==> src/rtl/pipeline_ctrl_pkg.sv <==
// Shared bus widths, exception codes and stall-vector helpers for pipeline_ctrl.
// The legacy bus `defines live here so older stage files keep their names.
`ifndef PIPE_CTRL_BUS_DEFS
`define PIPE_CTRL_BUS_DEFS
`define ADDR_BUS 31:0
`define EXC_TYPE_BUS 4:0
`define STALL_BUS 4:0
`define EXC_INT 5'h00
`define EXC_ADEL 5'h04
`define EXC_ADES 5'h05
`define EXC_SYS 5'h08
`define EXC_BP 5'h09
`define EXC_RI 5'h0a
`define EXC_OV 5'h0c
`define EXC_ERET 5'h1f
`endif

package pipeline_ctrl_pkg;

   typedef logic [`ADDR_BUS]     addr_t;
   typedef logic [`EXC_TYPE_BUS] exc_type_t;
   typedef logic [`STALL_BUS]    stall_t;

   localparam exc_type_t EXC_INT  = `EXC_INT;
   localparam exc_type_t EXC_ADEL = `EXC_ADEL;
   localparam exc_type_t EXC_ADES = `EXC_ADES;
   localparam exc_type_t EXC_SYS  = `EXC_SYS;
   localparam exc_type_t EXC_BP   = `EXC_BP;
   localparam exc_type_t EXC_RI   = `EXC_RI;
   localparam exc_type_t EXC_OV   = `EXC_OV;
   localparam exc_type_t EXC_ERET = `EXC_ERET;

   // Bit n freezes stage register n; the register after the frozen run gets a bubble.
   localparam stall_t STALL_NONE = 5'b00000;
   localparam stall_t STALL_IF   = 5'b00001;
   localparam stall_t STALL_ID   = 5'b00011;
   localparam stall_t STALL_EX   = 5'b00111;
   localparam stall_t STALL_MEM  = 5'b01111;
   localparam stall_t STALL_ALL  = 5'b11111;

   function automatic stall_t req_stall(input logic req_if,
                                        input logic req_id,
                                        input logic req_ex,
                                        input logic req_mem);
      stall_t s;
      if (req_mem)
         s = STALL_MEM;
      else if (req_ex)
         s = STALL_EX;
      else if (req_id)
         s = STALL_ID;
      else if (req_if)
         s = STALL_IF;
      else
         s = STALL_NONE;
      return s;
   endfunction

endpackage

==> src/rtl/pipeline_ctrl_wdog.sv <==
// RAM-busy watchdog: counts consecutive busy cycles and raises a sticky timeout.
// hit pulses in the busy cycle that brings the count to LIMIT; the count then restarts.
module pipeline_ctrl_wdog #(
   parameter logic [15:0] LIMIT = 16'd1023
) (
   input  logic clk,
   input  logic rst,
   input  logic ram_busy,
   output logic hit,
   output logic timeout
);

   logic [15:0] cnt_q, cnt_d;
   logic        timeout_q, timeout_d;

   always_comb begin
      hit       = ram_busy && ((cnt_q + 16'd1) == LIMIT);
      cnt_d     = '0;
      timeout_d = timeout_q | hit;
      if (ram_busy && !hit)
         cnt_d = cnt_q + 16'd1;
   end

   always_ff @(posedge clk or negedge rst) begin
      if (!rst) begin
         cnt_q     <= '0;
         timeout_q <= 1'b0;
      end else begin
         cnt_q     <= cnt_d;
         timeout_q <= timeout_d;
      end
   end

   assign timeout = timeout_q;

endmodule

==> src/rtl/pipeline_ctrl.sv <==
// Central stall/flush scheduler for the 5-stage core (PC, IFID, IDEX, EXMEM, MEMWB).
// Optional RAM watchdog is built only when PIPE_CTRL_WATCHDOG_EN is defined.
module pipeline_ctrl
   import pipeline_ctrl_pkg::*;
#(
   parameter addr_t       EXC_ENTRY  = 32'hBFC0_0380,
   parameter logic [15:0] WDOG_LIMIT = 16'd1023
) (
   input  logic      clk,
   input  logic      rst,
   input  logic      stall_req_if,
   input  logic      stall_req_id,
   input  logic      stall_req_ex,
   input  logic      stall_req_mem,
   input  logic      ram_busy,
   input  logic      exc_valid,
   input  exc_type_t exc_type,
   input  addr_t     epc_in,
   output stall_t    stall,
   output logic      flush,
   output logic      pc_load,
   output addr_t     exc_pc,
   output logic      wdog_timeout
);

   localparam logic [1:0] ST_RUN        = 2'd0;
   localparam logic [1:0] ST_FLUSH_PEND = 2'd1;
   localparam logic [1:0] ST_FLUSH      = 2'd2;

   logic [1:0] state_q, state_d;
   addr_t      exc_pc_q, exc_pc_d;
   exc_type_t  cap_type_q, cap_type_d;
   addr_t      cap_epc_q, cap_epc_d;
   logic       wdog_hit;

   function automatic addr_t redirect_pc(input exc_type_t t, input addr_t epc);
      return (t == EXC_ERET) ? epc : EXC_ENTRY;
   endfunction

`ifdef PIPE_CTRL_WATCHDOG_EN
   pipeline_ctrl_wdog #(
      .LIMIT (WDOG_LIMIT)
   ) u_wdog (
      .clk      (clk),
      .rst      (rst),
      .ram_busy (ram_busy),
      .hit      (wdog_hit),
      .timeout  (wdog_timeout)
   );
`else
   assign wdog_hit     = 1'b0;
   assign wdog_timeout = 1'b0 & (WDOG_LIMIT != 16'd0);
`endif

   // A pending exception holds the whole pipe until RAM goes idle, then flushes once.
   always_comb begin
      state_d    = state_q;
      exc_pc_d   = exc_pc_q;
      cap_type_d = cap_type_q;
      cap_epc_d  = cap_epc_q;
      stall      = STALL_NONE;
      flush      = 1'b0;
      pc_load    = 1'b0;

      case (state_q)
         ST_RUN: begin
            stall = req_stall(stall_req_if, stall_req_id, stall_req_ex, stall_req_mem);
            if (exc_valid) begin
               if (ram_busy) begin
                  state_d    = ST_FLUSH_PEND;
                  cap_type_d = exc_type;
                  cap_epc_d  = epc_in;
               end else begin
                  state_d  = ST_FLUSH;
                  exc_pc_d = redirect_pc(exc_type, epc_in);
               end
            end
         end
         ST_FLUSH_PEND: begin
            stall = STALL_ALL;
            if (!ram_busy) begin
               state_d  = ST_FLUSH;
               exc_pc_d = redirect_pc(cap_type_q, cap_epc_q);
            end
         end
         ST_FLUSH: begin
            flush   = 1'b1;
            pc_load = 1'b1;
            state_d = ST_RUN;
         end
         default: begin
            state_d = ST_RUN;
         end
      endcase

      // A RAM timeout abandons whatever was pending and enters the handler.
      if (wdog_hit) begin
         state_d  = ST_FLUSH;
         exc_pc_d = EXC_ENTRY;
      end
   end

   always_ff @(posedge clk or negedge rst) begin
      if (!rst) begin
         state_q    <= ST_RUN;
         exc_pc_q   <= '0;
         cap_type_q <= '0;
         cap_epc_q  <= '0;
      end else begin
         state_q    <= state_d;
         exc_pc_q   <= exc_pc_d;
         cap_type_q <= cap_type_d;
         cap_epc_q  <= cap_epc_d;
      end
   end

   assign exc_pc = exc_pc_q;

endmodule
==> config.mk <==
export PLATFORM = sky130hd
export DESIGN_NAME = pipeline_ctrl
export DESIGN_NICKNAME = d
export VERILOG_FILES = /design/src/rtl/pipeline_ctrl_pkg.sv /design/src/rtl/pipeline_ctrl_wdog.sv /design/src/rtl/pipeline_ctrl.sv
export SDC_FILE = /design/constraint.sdc
export NUM_CORES = 1
export LEC_CHECK = 0
export CORE_UTILIZATION = 41
export DETAILED_ROUTE_END_ITERATION = 8
export GPL_ROUTABILITY_DRIVEN = 1
export PLACE_DENSITY = 0.79
export RECOVER_POWER = 100
export SLEW_MARGIN = 20
export SYNTH_ARGS = -nofsm -noshare
export SYNTH_HDL_FRONTEND = slang
export SYNTH_SLANG_ARGS = --single-unit
==> constraint.sdc <==
create_clock -name clk -period 3.2 [get_ports clk]
set_input_delay 0.64 -clock clk [delete_from_list [all_inputs] [get_ports clk]]
set_output_delay 0.64 -clock clk [all_outputs]
set_load 0.005 [all_outputs]
==> impl_metrics.xml <==
<?xml version="1.0" encoding="UTF-8"?>
<metrics>
  <group name="sta">
    <metric name="tightestPinTransition" unit="ns">1.743</metric>
    <metric name="achievable-frequency" unit="MHz">357.8</metric>
    <metric name="finalWorstPathRequiredPeriod" unit="ns">2.795</metric>
    <metric name="rsz_0062_raised_after_global_routing" unit="">false</metric>
    <metric name="finalClockSkew" unit="ns">0.005899</metric>
    <metric name="layout_worst_path_cycle_share" unit="%">87.35</metric>
    <metric name="totalNegativeSetupSlack" unit="ns">0</metric>
    <metric name="slew_violations" unit="">72</metric>
    <metric name="slew_headroom" unit="%">-16.21</metric>
    <metric name="hold_viol_final" unit="">0</metric>
    <metric name="finalSetupViolCount" unit="">0</metric>
  </group>
  <group name="floorplanning">
    <metric name="core_area" unit="µm²">8175</metric>
    <metric name="placement_rows" unit="">33</metric>
    <metric name="fp.dieArea" unit="µm²">8782</metric>
    <metric name="initial_core_utilization" unit="%">42.18</metric>
    <metric name="chipWidth" unit="µm">93.71</metric>
    <metric name="io_pins" unit="">85</metric>
    <metric name="dieHeight" unit="µm">93.71</metric>
  </group>
  <group name="clocking">
    <metric name="cts_max_level" unit="">3</metric>
    <metric name="post_cts_buffers" unit="">0</metric>
    <metric name="ctsRootBufferMaster" unit="">clkbuf_8</metric>
    <metric name="tritoncts_buffer_count" unit="">9</metric>
    <metric name="worst_skew_pair.late_latency" unit="ns">0.34</metric>
    <metric name="hold_buffers" unit="">0</metric>
    <metric name="clk_transition_reported_paths" unit="ns">0.07</metric>
    <metric name="clockBufferDepth" unit="">2</metric>
    <metric name="post_cts_resize_count" unit="">0</metric>
    <metric name="tritoncts" unit="">yes</metric>
    <metric name="clock_sink_total" unit="">71</metric>
  </group>
  <group name="logic_synthesis">
    <metric name="syn_inst_count" unit="">298</metric>
    <metric name="yosys_warnings" unit="">0</metric>
    <metric name="yosys_register_bits" unit="">71</metric>
    <metric name="sequential_share_of_the_synthesized_area" unit="%">51.52</metric>
    <metric name="number_of_distinct_standard_cells_referenced_by_the_synthesized_netlist" unit="">29</metric>
    <metric name="syn_area" unit="µm²">3448</metric>
    <metric name="synth.avg_cell_area" unit="µm²">11.57</metric>
    <metric name="synthesis.nets" unit="">343</metric>
  </group>
  <group name="detailed_routing">
    <metric name="wire_per_inst" unit="µm">18.26</metric>
    <metric name="routed_wl" unit="mm">8.619</metric>
    <metric name="drc_errors" unit="">0</metric>
    <metric name="vias" unit="">2776</metric>
    <metric name="detailedRoute.firstPassIterationCount" unit="">4</metric>
    <metric name="drt_iter0_drc" unit="">166</metric>
    <metric name="route.antenna.remaining_nets" unit="">0</metric>
    <metric name="dr_vias_cell" unit="">5.881</metric>
  </group>
  <group name="power">
    <metric name="leakagePower" unit="nW">1.652</metric>
    <metric name="power.density" unit="nW/µm²">568.9</metric>
    <metric name="peakVddDrop" unit="µV">209.8</metric>
  </group>
  <group name="setup_path">
    <metric name="crit_required" unit="ns">2.56</metric>
    <metric name="critical-path-top-delay-family" unit="">buffers and inverters</metric>
    <metric name="timing.critical_path.from_type" unit="">input port</metric>
    <metric name="critical_path_buf_inv_count" unit="">2</metric>
    <metric name="worstSetupPathType" unit="">input port to primary output</metric>
    <metric name="critical_path_peak_fanout" unit="">3</metric>
    <metric name="cp_cell_sequence" unit="">clkdlybuf4s50_1 &gt; o31ai_1 &gt; o21ai_0 &gt; dlygate4sd3_1</metric>
    <metric name="cp.arrival" unit="ns">2.16</metric>
    <metric name="timing.critical_path.slowest_stage_cell" unit="">dlygate4sd3_1</metric>
    <metric name="timing.critical_path.slowest_cell_delay" unit="ns">0.60</metric>
    <metric name="worst_setup_path_end_kind" unit="">primary output</metric>
  </group>
  <group name="global_routing">
    <metric name="grt-ovfl-total" unit="">0</metric>
    <metric name="grtUsageTotal" unit="%">20.49</metric>
    <metric name="via_count_of_the_first_global_routing_pass" unit="">2859</metric>
    <metric name="largest_net_degree_at_the_start_of_global_routing" unit="">72</metric>
    <metric name="antenna_found_initial" unit="">0</metric>
    <metric name="first_pass_grt_wire_length" unit="mm">13.82</metric>
  </group>
  <group name="finish">
    <metric name="area_grow_syn2layout" unit="%">24.46</metric>
    <metric name="final_design_area_no_fill" unit="µm²">4292</metric>
    <metric name="antenna_diode_count" unit="">0</metric>
    <metric name="nFillCells" unit="">756</metric>
    <metric name="fraction_of_final_layout_cells_sized_beyond_drive_strength_1" unit="%">8.174</metric>
    <metric name="nNetsFinal" unit="">407</metric>
    <metric name="postLayoutCoreUtil" unit="%">52.49</metric>
  </group>
  <group name="min_path">
    <metric name="min_path_type" unit="">flip-flop to flip-flop</metric>
  </group>
  <group name="outcome">
    <metric name="outcome" unit="">finished with violations</metric>
    <metric name="violations" unit="">capacitance limit, slew limit</metric>
  </group>
  <group name="placed_design">
    <metric name="port-buffer-count" unit="">83</metric>
    <metric name="placedInstanceArea" unit="µm²">4237</metric>
    <metric name="dp_hpwl" unit="mm">5.553</metric>
    <metric name="finalWeightedCongestion" unit="">0.8062</metric>
  </group>
  <group name="flow_run">
    <metric name="maxCapViolCount" unit="">1</metric>
  </group>
</metrics>
## final cells by class
cell class                      count  area [µm²]  area share (%)
Sequential cell                    71        1777           41.40
Multi-Input combinational cell    187        1316           30.67
Timing Repair Buffer               87       853.3           19.88
Clock buffer                       13       148.9           3.469
Tap cell                          105       131.4           3.061
Clock inverter                      3       42.54          0.9913
Inverter                            6       22.52          0.5248
## cell families (layout without fill, tap and decap cells)
family / Yosys count / count (layout) / share of synthesized area (%)
AOI/OAI and AO/OA: 67 / 67 / 11.39
buffers and inverters: 40 / 109 / 6.858
DFF: 71 / 71 / 51.52
muxes: 37 / 37 / 15.35
other: 1 / 1 / 0.1087
and+or+nand+nor: 82 / 82 / 14.77
## report_power, final
| group | switching (W) | internal (W) |
|---|---|---|
| Combinational | 0.000245 | 0.000286 |
| Sequential | 0.000125 | 0.00108 |
| Clock | 0.000321 | 0.000382 |
## routing by layer
metal  wire length [µm]  track usage, %
met5                  0               0
met4                129           9.615
met3                654           4.531
met2               4124           32.00
met1               3711           27.04
## worst paths after layout
path	depth (start not counted)	slack [ns]	from	end
worst max-delay path	4	0.40	stall_req_mem	stall[1]
worst min-delay path	1	0.49	cap_epc_q[19]$_DFFE_PN0P_	cap_epc_q[19]$_DFFE_PN0P_
worst max register to register	4	0.88	state_q[0]$_DFFE_PN0P_	exc_pc[11]$_DFFE_PN0P_
worst min register to register	1	0.49	cap_epc_q[19]$_DFFE_PN0P_	cap_epc_q[19]$_DFFE_PN0P_
max in group asynchronous	1	1.42	rst	cap_epc_q[4]$_DFFE_PN0P_
min in group asynchronous	1	0.77	rst	cap_epc_q[22]$_DFFE_PN0P_
## registers in the layout, summed over array words and instances, names as in the netlist
| name | cells |
|---|---|
| cap_epc_q | 32 |
| cap_type_q | 5 |
| state_q | 2 |
| exc_pc | 32 |
## placed cells by master, fill, tap and decap left out, types with 2 or more instances in the layout
cell	synthesis	layout
o31ai_1	13	13
inv_1	5	6
clkbuf_8	0	10
clkbuf_2	0	2
buf_4	4	3
or2_2	2	2
a21oi_1	20	20
dfrtp_1	71	71
mux2_4	30	3
a31oi_1	20	20
mux2_2	7	7
dlygate4sd3_1	0	40
clkdlybuf4s50_1	0	42
nor3_1	12	12
o21ai_0	14	14
mux2_1	0	27
nand4_1	41	41
clkbuf_1	19	3
nor2_1	6	6
nor4_1	12	12
## synthesized netlist by cell type
library cell / number / area, µm²
and3_1: 1 / 6.260
a21oi_1: 20 / 100.1
inv_2: 1 / 3.750
nor2_1: 6 / 22.52
and4_1: 1 / 8.760
mux2_4: 30 / 450.4
mux2_2: 7 / 78.83
buf_6: 2 / 22.52
o21ai_0: 14 / 70.07
and4b_1: 1 / 10.01
nor4bb_4: 1 / 25.02
clkbuf_1: 19 / 71.32
nor4_1: 12 / 75.07
nand2_2: 1 / 6.260
conb_1: 1 / 3.750
dfrtp_1: 71 / 1777
nand3_1: 1 / 5.000
o31ai_1: 13 / 97.59
buf_2: 6 / 30.03
or2_2: 2 / 12.51
inv_1: 5 / 18.77
nor3_1: 12 / 60.06
nand4_1: 41 / 256.5
and2_1: 1 / 6.260
buf_12: 3 / 60.06
nand2b_1: 1 / 6.260
nand4b_1: 1 / 8.760
buf_4: 4 / 30.03
a31oi_1: 20 / 125.1
## per-stage QoR
| stage | setup slack, ns | std cells | hold WS [ns] | power, W |
|---|---|---|---|---|
| floorplan | 1.485 | 298 | 0.3444 | 0.001547 |
| global placement | 0.4667 | 456 | 0.4895 | 0.001845 |
| detailed placement | 0.4263 | 456 | 0.4932 | 0.001867 |
| CTS | 0.5048 | 472 | 0.4488 | 0.002568 |
| finish | 0.4048 | 472 | 0.4877 | 0.002441 |
| global route | 0.3517 | 472 | 0.5093 | 0.002554 |
Note: power is estimated with default switching activity, not from simulation.
